<file path="config.mk">
export PLATFORM = sky130hd
export DESIGN_NAME = pkt_axi_wr_master
export DESIGN_NICKNAME = d
export VERILOG_FILES = /design/src/rtl/pkt_axi_wr_master.sv
export SDC_FILE = /design/constraint.sdc
export NUM_CORES = 1
export LEC_CHECK = 0
export ABC_AREA = 1
export CAP_MARGIN = 15
export CORE_AREA = 5 5 256 258
export DETAILED_ROUTE_END_ITERATION = 7
export DIE_AREA = 0 0 261 263
export GPL_TIMING_DRIVEN = 1
export HOLD_SLACK_MARGIN = 0.12
export PLACE_DENSITY = 0.65
export SETUP_SLACK_MARGIN = 0.5
export SYNTH_ARGS = -nofsm -noshare
export SYNTH_HDL_FRONTEND = slang
export SYNTH_SLANG_ARGS = --single-unit
</file>
<file path="constraint.sdc">
create_clock -name clk_axi -period 28.3 [get_ports clk_axi]
set_input_delay 5.66 -clock clk_axi [delete_from_list [all_inputs] [get_ports clk_axi]]
set_output_delay 5.66 -clock clk_axi [all_outputs]
set_load 0.01 [all_outputs]
</file>
<file path="src/rtl/pkt_axi_wr_master.sv">
// AXIS byte stream to AXI4 INCR write bursts. Bytes are packed little-endian
// into 32-bit words, buffered up to BURST_BEATS words, then written out as
// AW -> W -> B. Reports packet byte length, completion and write errors.

package pkt_axi_pkg;

    typedef struct packed {
        logic [7:0] tdata;
        logic       tvalid;
        logic       tlast;
    } s_axis_mosi_t;

    typedef struct packed {
        logic tready;
    } s_axis_miso_t;

    typedef struct packed {
        logic [3:0]  awid;
        logic [31:0] awaddr;
        logic [7:0]  awlen;
        logic [2:0]  awsize;
        logic [1:0]  awburst;
        logic        awvalid;
        logic [31:0] wdata;
        logic [3:0]  wstrb;
        logic        wlast;
        logic        wvalid;
        logic        bready;
        logic [3:0]  arid;
        logic [31:0] araddr;
        logic [7:0]  arlen;
        logic [2:0]  arsize;
        logic [1:0]  arburst;
        logic        arvalid;
        logic        rready;
    } s_axi_mosi_t;

    typedef struct packed {
        logic       awready;
        logic       wready;
        logic       bvalid;
        logic [1:0] bresp;
        logic [3:0] bid;
    } s_axi_miso_t;

endpackage

module pkt_axi_wr_master
    import pkt_axi_pkg::*;
#(
    parameter int unsigned BURST_BEATS = 16,
    parameter logic [3:0]  AXI_ID      = 4'd0,
    parameter logic [31:0] BASE_ADDR   = 32'h0
) (
    input  logic          clk_axi,
    input  logic          rst_axi,
    input  s_axis_mosi_t  axis_in_mosi,
    output s_axis_miso_t  axis_in_miso,
    output s_axi_mosi_t   axi_mosi,
    input  s_axi_miso_t   axi_miso,
    output logic [15:0]   pkt_len_o,
    output logic          done_o,
    output logic          err_o,
    output logic          busy_o
);

    localparam int unsigned WordW = (BURST_BEATS > 1) ? $clog2(BURST_BEATS) : 1;

    typedef enum logic [1:0] {StFill, StAw, StW, StB} state_e;

    state_e           state_q;
    logic [31:0]      word_buf_q [BURST_BEATS];
    logic [1:0]       byte_cnt_q;
    logic [WordW-1:0] word_cnt_q;
    logic [WordW-1:0] beat_cnt_q;
    logic             last_ff_q;
    logic [3:0]       last_strb_q;
    logic [7:0]       awlen_q;
    logic             awvalid_q;
    logic             wvalid_q;
    logic [31:0]      wdata_q;
    logic [3:0]       wstrb_q;
    logic             wlast_q;
    logic             bready_q;
    logic             tready_q;
    logic             busy_q;
    logic             err_q;
    logic [15:0]      pkt_len_q;
    logic [15:0]      byte_total_q;

    logic             beat_acc;
    logic             buf_full;
    logic             b_acc;
    logic             b_err;
    logic [15:0]      total_inc;
    logic [WordW-1:0] next_beat;
    logic [3:0]       next_strb;
    logic [3:0]       lane_strb;
    logic             unused_bid;

    assign beat_acc  = axis_in_mosi.tvalid & tready_q;
    assign buf_full  = (byte_cnt_q == 2'd3) && (word_cnt_q == WordW'(BURST_BEATS - 1));
    assign b_acc     = bready_q & axi_miso.bvalid;
    assign b_err     = (axi_miso.bresp != 2'b00);
    // First byte of a packet restarts the count; otherwise saturating increment.
    assign total_inc = !busy_q ? 16'd1 :
                       (byte_total_q == 16'hFFFF) ? 16'hFFFF : byte_total_q + 16'd1;
    assign next_beat = beat_cnt_q + WordW'(1);
    assign next_strb = (last_ff_q && (8'(next_beat) == awlen_q)) ? last_strb_q : 4'hF;
    assign unused_bid = ^axi_miso.bid;

    // Strobe for a final word whose last valid byte sits in lane byte_cnt_q.
    always_comb begin
        lane_strb = 4'hF;
        unique case (byte_cnt_q)
            2'd0:    lane_strb = 4'b0001;
            2'd1:    lane_strb = 4'b0011;
            2'd2:    lane_strb = 4'b0111;
            default: lane_strb = 4'b1111;
        endcase
    end

    // Fill / address / data / response sequencing with registered channel outputs.
    always_ff @(posedge clk_axi or posedge rst_axi) begin
        if (rst_axi) begin
            state_q      <= StFill;
            byte_cnt_q   <= '0;
            word_cnt_q   <= '0;
            beat_cnt_q   <= '0;
            last_ff_q    <= 1'b0;
            last_strb_q  <= '0;
            awlen_q      <= '0;
            awvalid_q    <= 1'b0;
            wvalid_q     <= 1'b0;
            wdata_q      <= '0;
            wstrb_q      <= '0;
            wlast_q      <= 1'b0;
            bready_q     <= 1'b0;
            tready_q     <= 1'b0;
            busy_q       <= 1'b0;
            err_q        <= 1'b0;
            pkt_len_q    <= '0;
            byte_total_q <= '0;
            for (int i = 0; i < BURST_BEATS; i++) word_buf_q[i] <= '0;
        end else begin
            unique case (state_q)
                StFill: begin
                    tready_q <= 1'b1;
                    if (beat_acc) begin
                        word_buf_q[word_cnt_q][{byte_cnt_q, 3'b000} +: 8] <= axis_in_mosi.tdata;
                        byte_total_q <= total_inc;
                        busy_q       <= 1'b1;
                        if (!busy_q) err_q <= 1'b0;
                        if (axis_in_mosi.tlast || buf_full) begin
                            // Counters stay on the final byte; they are cleared after B.
                            state_q     <= StAw;
                            tready_q    <= 1'b0;
                            awvalid_q   <= 1'b1;
                            awlen_q     <= 8'(word_cnt_q);
                            last_ff_q   <= axis_in_mosi.tlast;
                            last_strb_q <= lane_strb;
                        end else begin
                            byte_cnt_q <= byte_cnt_q + 2'd1;
                            if (byte_cnt_q == 2'd3) word_cnt_q <= word_cnt_q + WordW'(1);
                        end
                    end
                end
                StAw: begin
                    if (axi_miso.awready) begin
                        awvalid_q  <= 1'b0;
                        wvalid_q   <= 1'b1;
                        wdata_q    <= word_buf_q[0];
                        wstrb_q    <= (last_ff_q && awlen_q == 8'd0) ? last_strb_q : 4'hF;
                        wlast_q    <= (awlen_q == 8'd0);
                        beat_cnt_q <= '0;
                        state_q    <= StW;
                    end
                end
                StW: begin
                    if (axi_miso.wready) begin
                        if (wlast_q) begin
                            wvalid_q <= 1'b0;
                            wlast_q  <= 1'b0;
                            bready_q <= 1'b1;
                            state_q  <= StB;
                        end else begin
                            beat_cnt_q <= next_beat;
                            wdata_q    <= word_buf_q[next_beat];
                            wstrb_q    <= next_strb;
                            wlast_q    <= (8'(next_beat) == awlen_q);
                        end
                    end
                end
                StB: begin
                    if (axi_miso.bvalid) begin
                        bready_q   <= 1'b0;
                        tready_q   <= 1'b1;
                        state_q    <= StFill;
                        err_q      <= err_q | b_err;
                        byte_cnt_q <= '0;
                        word_cnt_q <= '0;
                        beat_cnt_q <= '0;
                        for (int i = 0; i < BURST_BEATS; i++) word_buf_q[i] <= '0;
                        if (last_ff_q) begin
                            busy_q    <= 1'b0;
                            last_ff_q <= 1'b0;
                            pkt_len_q <= byte_total_q;
                        end
                    end
                end
                default: state_q <= StFill;
            endcase
        end
    end

    // Completion is flagged in the cycle the final response is accepted.
    assign done_o    = b_acc & last_ff_q;
    assign pkt_len_o = done_o ? byte_total_q : pkt_len_q;
    assign err_o     = err_q | (b_acc & b_err);
    assign busy_o    = busy_q;

    assign axis_in_miso.tready = tready_q;

    // Drive AW/W/B fields; read channels are tied off.
    always_comb begin
        axi_mosi         = '0;
        axi_mosi.awid    = AXI_ID;
        axi_mosi.awaddr  = BASE_ADDR;
        axi_mosi.awlen   = awlen_q;
        axi_mosi.awsize  = 3'd2;
        axi_mosi.awburst = 2'b01;
        axi_mosi.awvalid = awvalid_q;
        axi_mosi.wdata   = wdata_q;
        axi_mosi.wstrb   = wstrb_q;
        axi_mosi.wlast   = wlast_q;
        axi_mosi.wvalid  = wvalid_q;
        axi_mosi.bready  = bready_q;
    end

endmodule
</file>
==> results by group <==
Logic synthesis
  • Netlist cell types: 31
  • Mapped Area: 29300 µm²
  • Synth area leaders: dfrtp_1 52%, nand2_1 14%, nand3_1 7.2%, o22ai_1 5.8%, inv_1 4.6%
  • Syn Inst Count: roughly 3700
  • Post-synth top area cell: dfrtp_1
  • Top cell type's share of synthesized area: 51.8%
  • Synth warnings: 0
  • Flops & latches, synth: 608
  • Seq/Total Area, Yosys: slightly above 50%
  • Avg Cell Area, Syn: between 7 and 8 µm²

Critical path
  • Crit path DAT: between 7000 and 8000 ps
  • Worst Path Buf+Inv: 3
  • Crit Path Class: input port to output port
  • CP Data Required Time: between 20000 and 25000 ps
  • Startpoint Class: input port
  • Largest stage delay on the critical path: 580 ps
  • Setup crit start: axi_miso[6]
  • Reg2reg start: state_q[0]
  • Most used cell, CP: clkdlybuf4s50_1
  • Worst-path cell chain: clkdlybuf4s50_1 > nand2_1 > nor2_1 > inv_1 > o21ai_0 > clkdlybuf4s50_1
  • Critical Path Fanout Max: 32
  • Top delay family on crit path: buffers and inverters
  • Critical Path End Type: output port
  • Slowest stage cell, crit path: clkdlybuf4s50_1

Detailed routing
  • Top sig layer: met4
  • Vias/cell: 5.57
  • Routed Antenna Nets: 0
  • Avg WL per Cell: 20.0 µm
  • Vias: 25500
  • Residual DRC count: 0
  • Metal3 WL: between 6000 and 7000 µm
  • Wl on met1: between 30000 and 40000 µm
  • Routed wl met2: around 42000 µm
  • Drt initial violations: 2870
  • Pre-Repair DR Iteration Count: 6
  • Post-Route WL: a little over 90000 µm

Cells and area
  • Most common cell after layout, fill and taps aside: nand2_1
  • Ratio of cells with drive above 1 in the final layout: under 10%
  • Final net count: roughly 3700
  • Synth-to-layout area growth: 11.1%
  • Commonest cells after routing, fill and taps aside: 1113 x nand2_1, 607 x dfrtp_1, 424 x nand3_1
  • Core Util, Final: between 50% and 60%
  • Ant. Diodes: 0

STA
  • Setup TNS: 0 ps
  • Period utilization: a little under half
  • Slew Viols, Final: 0
  • Fin crit period: about 13000 ps
  • Final Skew: roughly 26 ps
  • RSZ-0062 raised after global routing: no
  • Final Hold Viols: 0
  • Setup violators final: 0
  • Final critical-path setup slack: about 15000 ps
  • Achievable Freq: 74.9 MHz
  • Least-Margin Pin Slew: 1170 ps
  • Slew HR: between 20% and 30%

Global route
  • Largest net degree at the start of global routing: 213
  • First-pass GRT wire length: between 100000 and 150000 µm
  • Vias in the first global route: between 20000 and 25000
  • GRT Residual Overflow: 0
  • Overall Global Routing Usage: 26.2%
  • Initial antenna violation count: 0

Clock tree
  • Setup bufs post-CTS: 0
  • TritonCTS clock tree: done
  • Post_cts resized: 0
  • Worst-path clk slew: approximately 60 ps
  • Root Buffer: clkbuf_16
  • Hold buffers post-CTS: 0
  • CTS Buf Count: 66
  • # clock sinks: around 610
  • CTS H-tree depth: 3
  • Clk buf depth: 3
  • Later-pin clock latency in the skew report: ~610 ps

Floorplanning
  • Full die area: 68600 µm²
  • Core Rows: 92
  • Area of the core: 62700 µm²
  • Die X: ~260 µm
  • Initial Util: about 47%
  • Die height: approximately 260 µm
  • Ports: between 150 and 200

Power
  • Clock power share: about a quarter
  • Leak pwr: 14.3 nW
  • Sw Share: 43.4%
  • Reg power frac: between 30% and 40%
  • Comb power frac: between 40% and 50%
  • Sw power: 1.65 mW
  • Maximum vdd drop: approximately 73 µV
  • PD cells: between 100 and 150 nW/µm²
  • Power Internal: ~2.2 mW

Place
  • IO buf count: 80
  • Placer Congestion: a little under 0.9
  • Hpwl dp: between 50000 and 60000 µm
  • DP Worst Slack: between 10000 and 15000 ps

Run
  • Max_cap viols: 0

Worst hold path
  • HP Class: flip-flop to flip-flop
  • Hold_sp: wdata_q[8]

Outcome
  • Status: complete, no violations
-- logic make-up after synthesis --
logic type / Yosys count / share of synthesized area (%)
fa+ha+maj: 16 / 0.682
compound gates: 772 / 14.4
xor+xnor: 4 / 0.119
other cells: 2 / 0.0256
flops: 608 / 51.8
buf+inv: 653 / 9.78
simple gates: 1648 / 23.2
-- metal layers --
layer | global-route usage [%] | vias up
li1 | - | 12000
met1 | 36.4 | 12400
met2 | 40.8 | 948
met3 | 4.71 | 193
met4 | 10.8 | 0
met5 | 0 | -
-- through the flow --
step	power [mW]	std cells	hold WS, ps	area [µm²]
2_1_floorplan	2.35	3797	436	29700
3_3_place_gp	2.88	4464	454	30400
3_5_place_dp	2.91	4464	456	30400
4_1_cts	3.80	4580	482	32600
5_1_grt	4.05	4581	499	32600
6_report	3.81	4581	480	32600
-- final timing paths --
check                                   to  slack (ps)  depth (start not counted)
max                           pkt_len_o[3]       14940                          6
min                             wdata_q[8]         480                          2
max reg2reg                     wdata_q[7]       24660                         11
min reg2reg                     wdata_q[8]         480                          2
max in group asynchronous       wstrb_q[0]       19530                          5
min in group asynchronous  word_buf_q[258]        5610                          2
-- worst reg2reg max path, delay by kind of cell, from the launching register on --
family	cells	cell delay, ps
simple gates	2	150
flops	1	410
compound gates	2	480
fa+ha+maj	1	160
buf+inv	6	2350
-- power by group through the flow --
stage	sequential [mW]	clock [mW]	combinational, mW
finish	1.25	0.890	1.67
global route	1.28	0.939	1.83
CTS	1.25	0.901	1.65
detailed placement	1.26	0	1.64
global placement	1.26	0	1.63
floorplan	1.24	0	1.11
-- registers in the layout, summed over array words and instances, names as in the netlist, 2 cells and up --
| name | cells |
|---|---|
| pkt_len_q | 16 |
| word_buf_q | 512 |
| beat_cnt_q | 4 |
| byte_total_q | 16 |
| awlen_q | 4 |
| wstrb_q | 4 |
| last_strb_q | 4 |
| word_cnt_q | 4 |
| state_q | 2 |
| byte_cnt_q | 2 |
| wdata_q | 32 |
-- cell type report --
cell class	count	area, µm²
clock inverter	9	100
clock buffer	107	2130
multi-input combinational	2536	11600
sequential	608	15200
fill	6094	30100
tap	846	1060
timing repair buffer	111	1060
inverter	364	1380
-- cell usage after synthesis, drive strengths merged --
master	count
dfrtp	608
nand2	1116
a31oi	2
xor2	4
or2	2
nor3	14
clkbuf	138
o21ai	342
buf	151
ha	16
o211ai	3
conb	2
o22ai	270
a22oi	2
a21oi	152
nand4	12
nor2	78
a21o	1
nor3b	1
inv	362
nand3	424
clkinv	2
nand3b	1
Note: power is estimated with default switching activity, not from simulation.
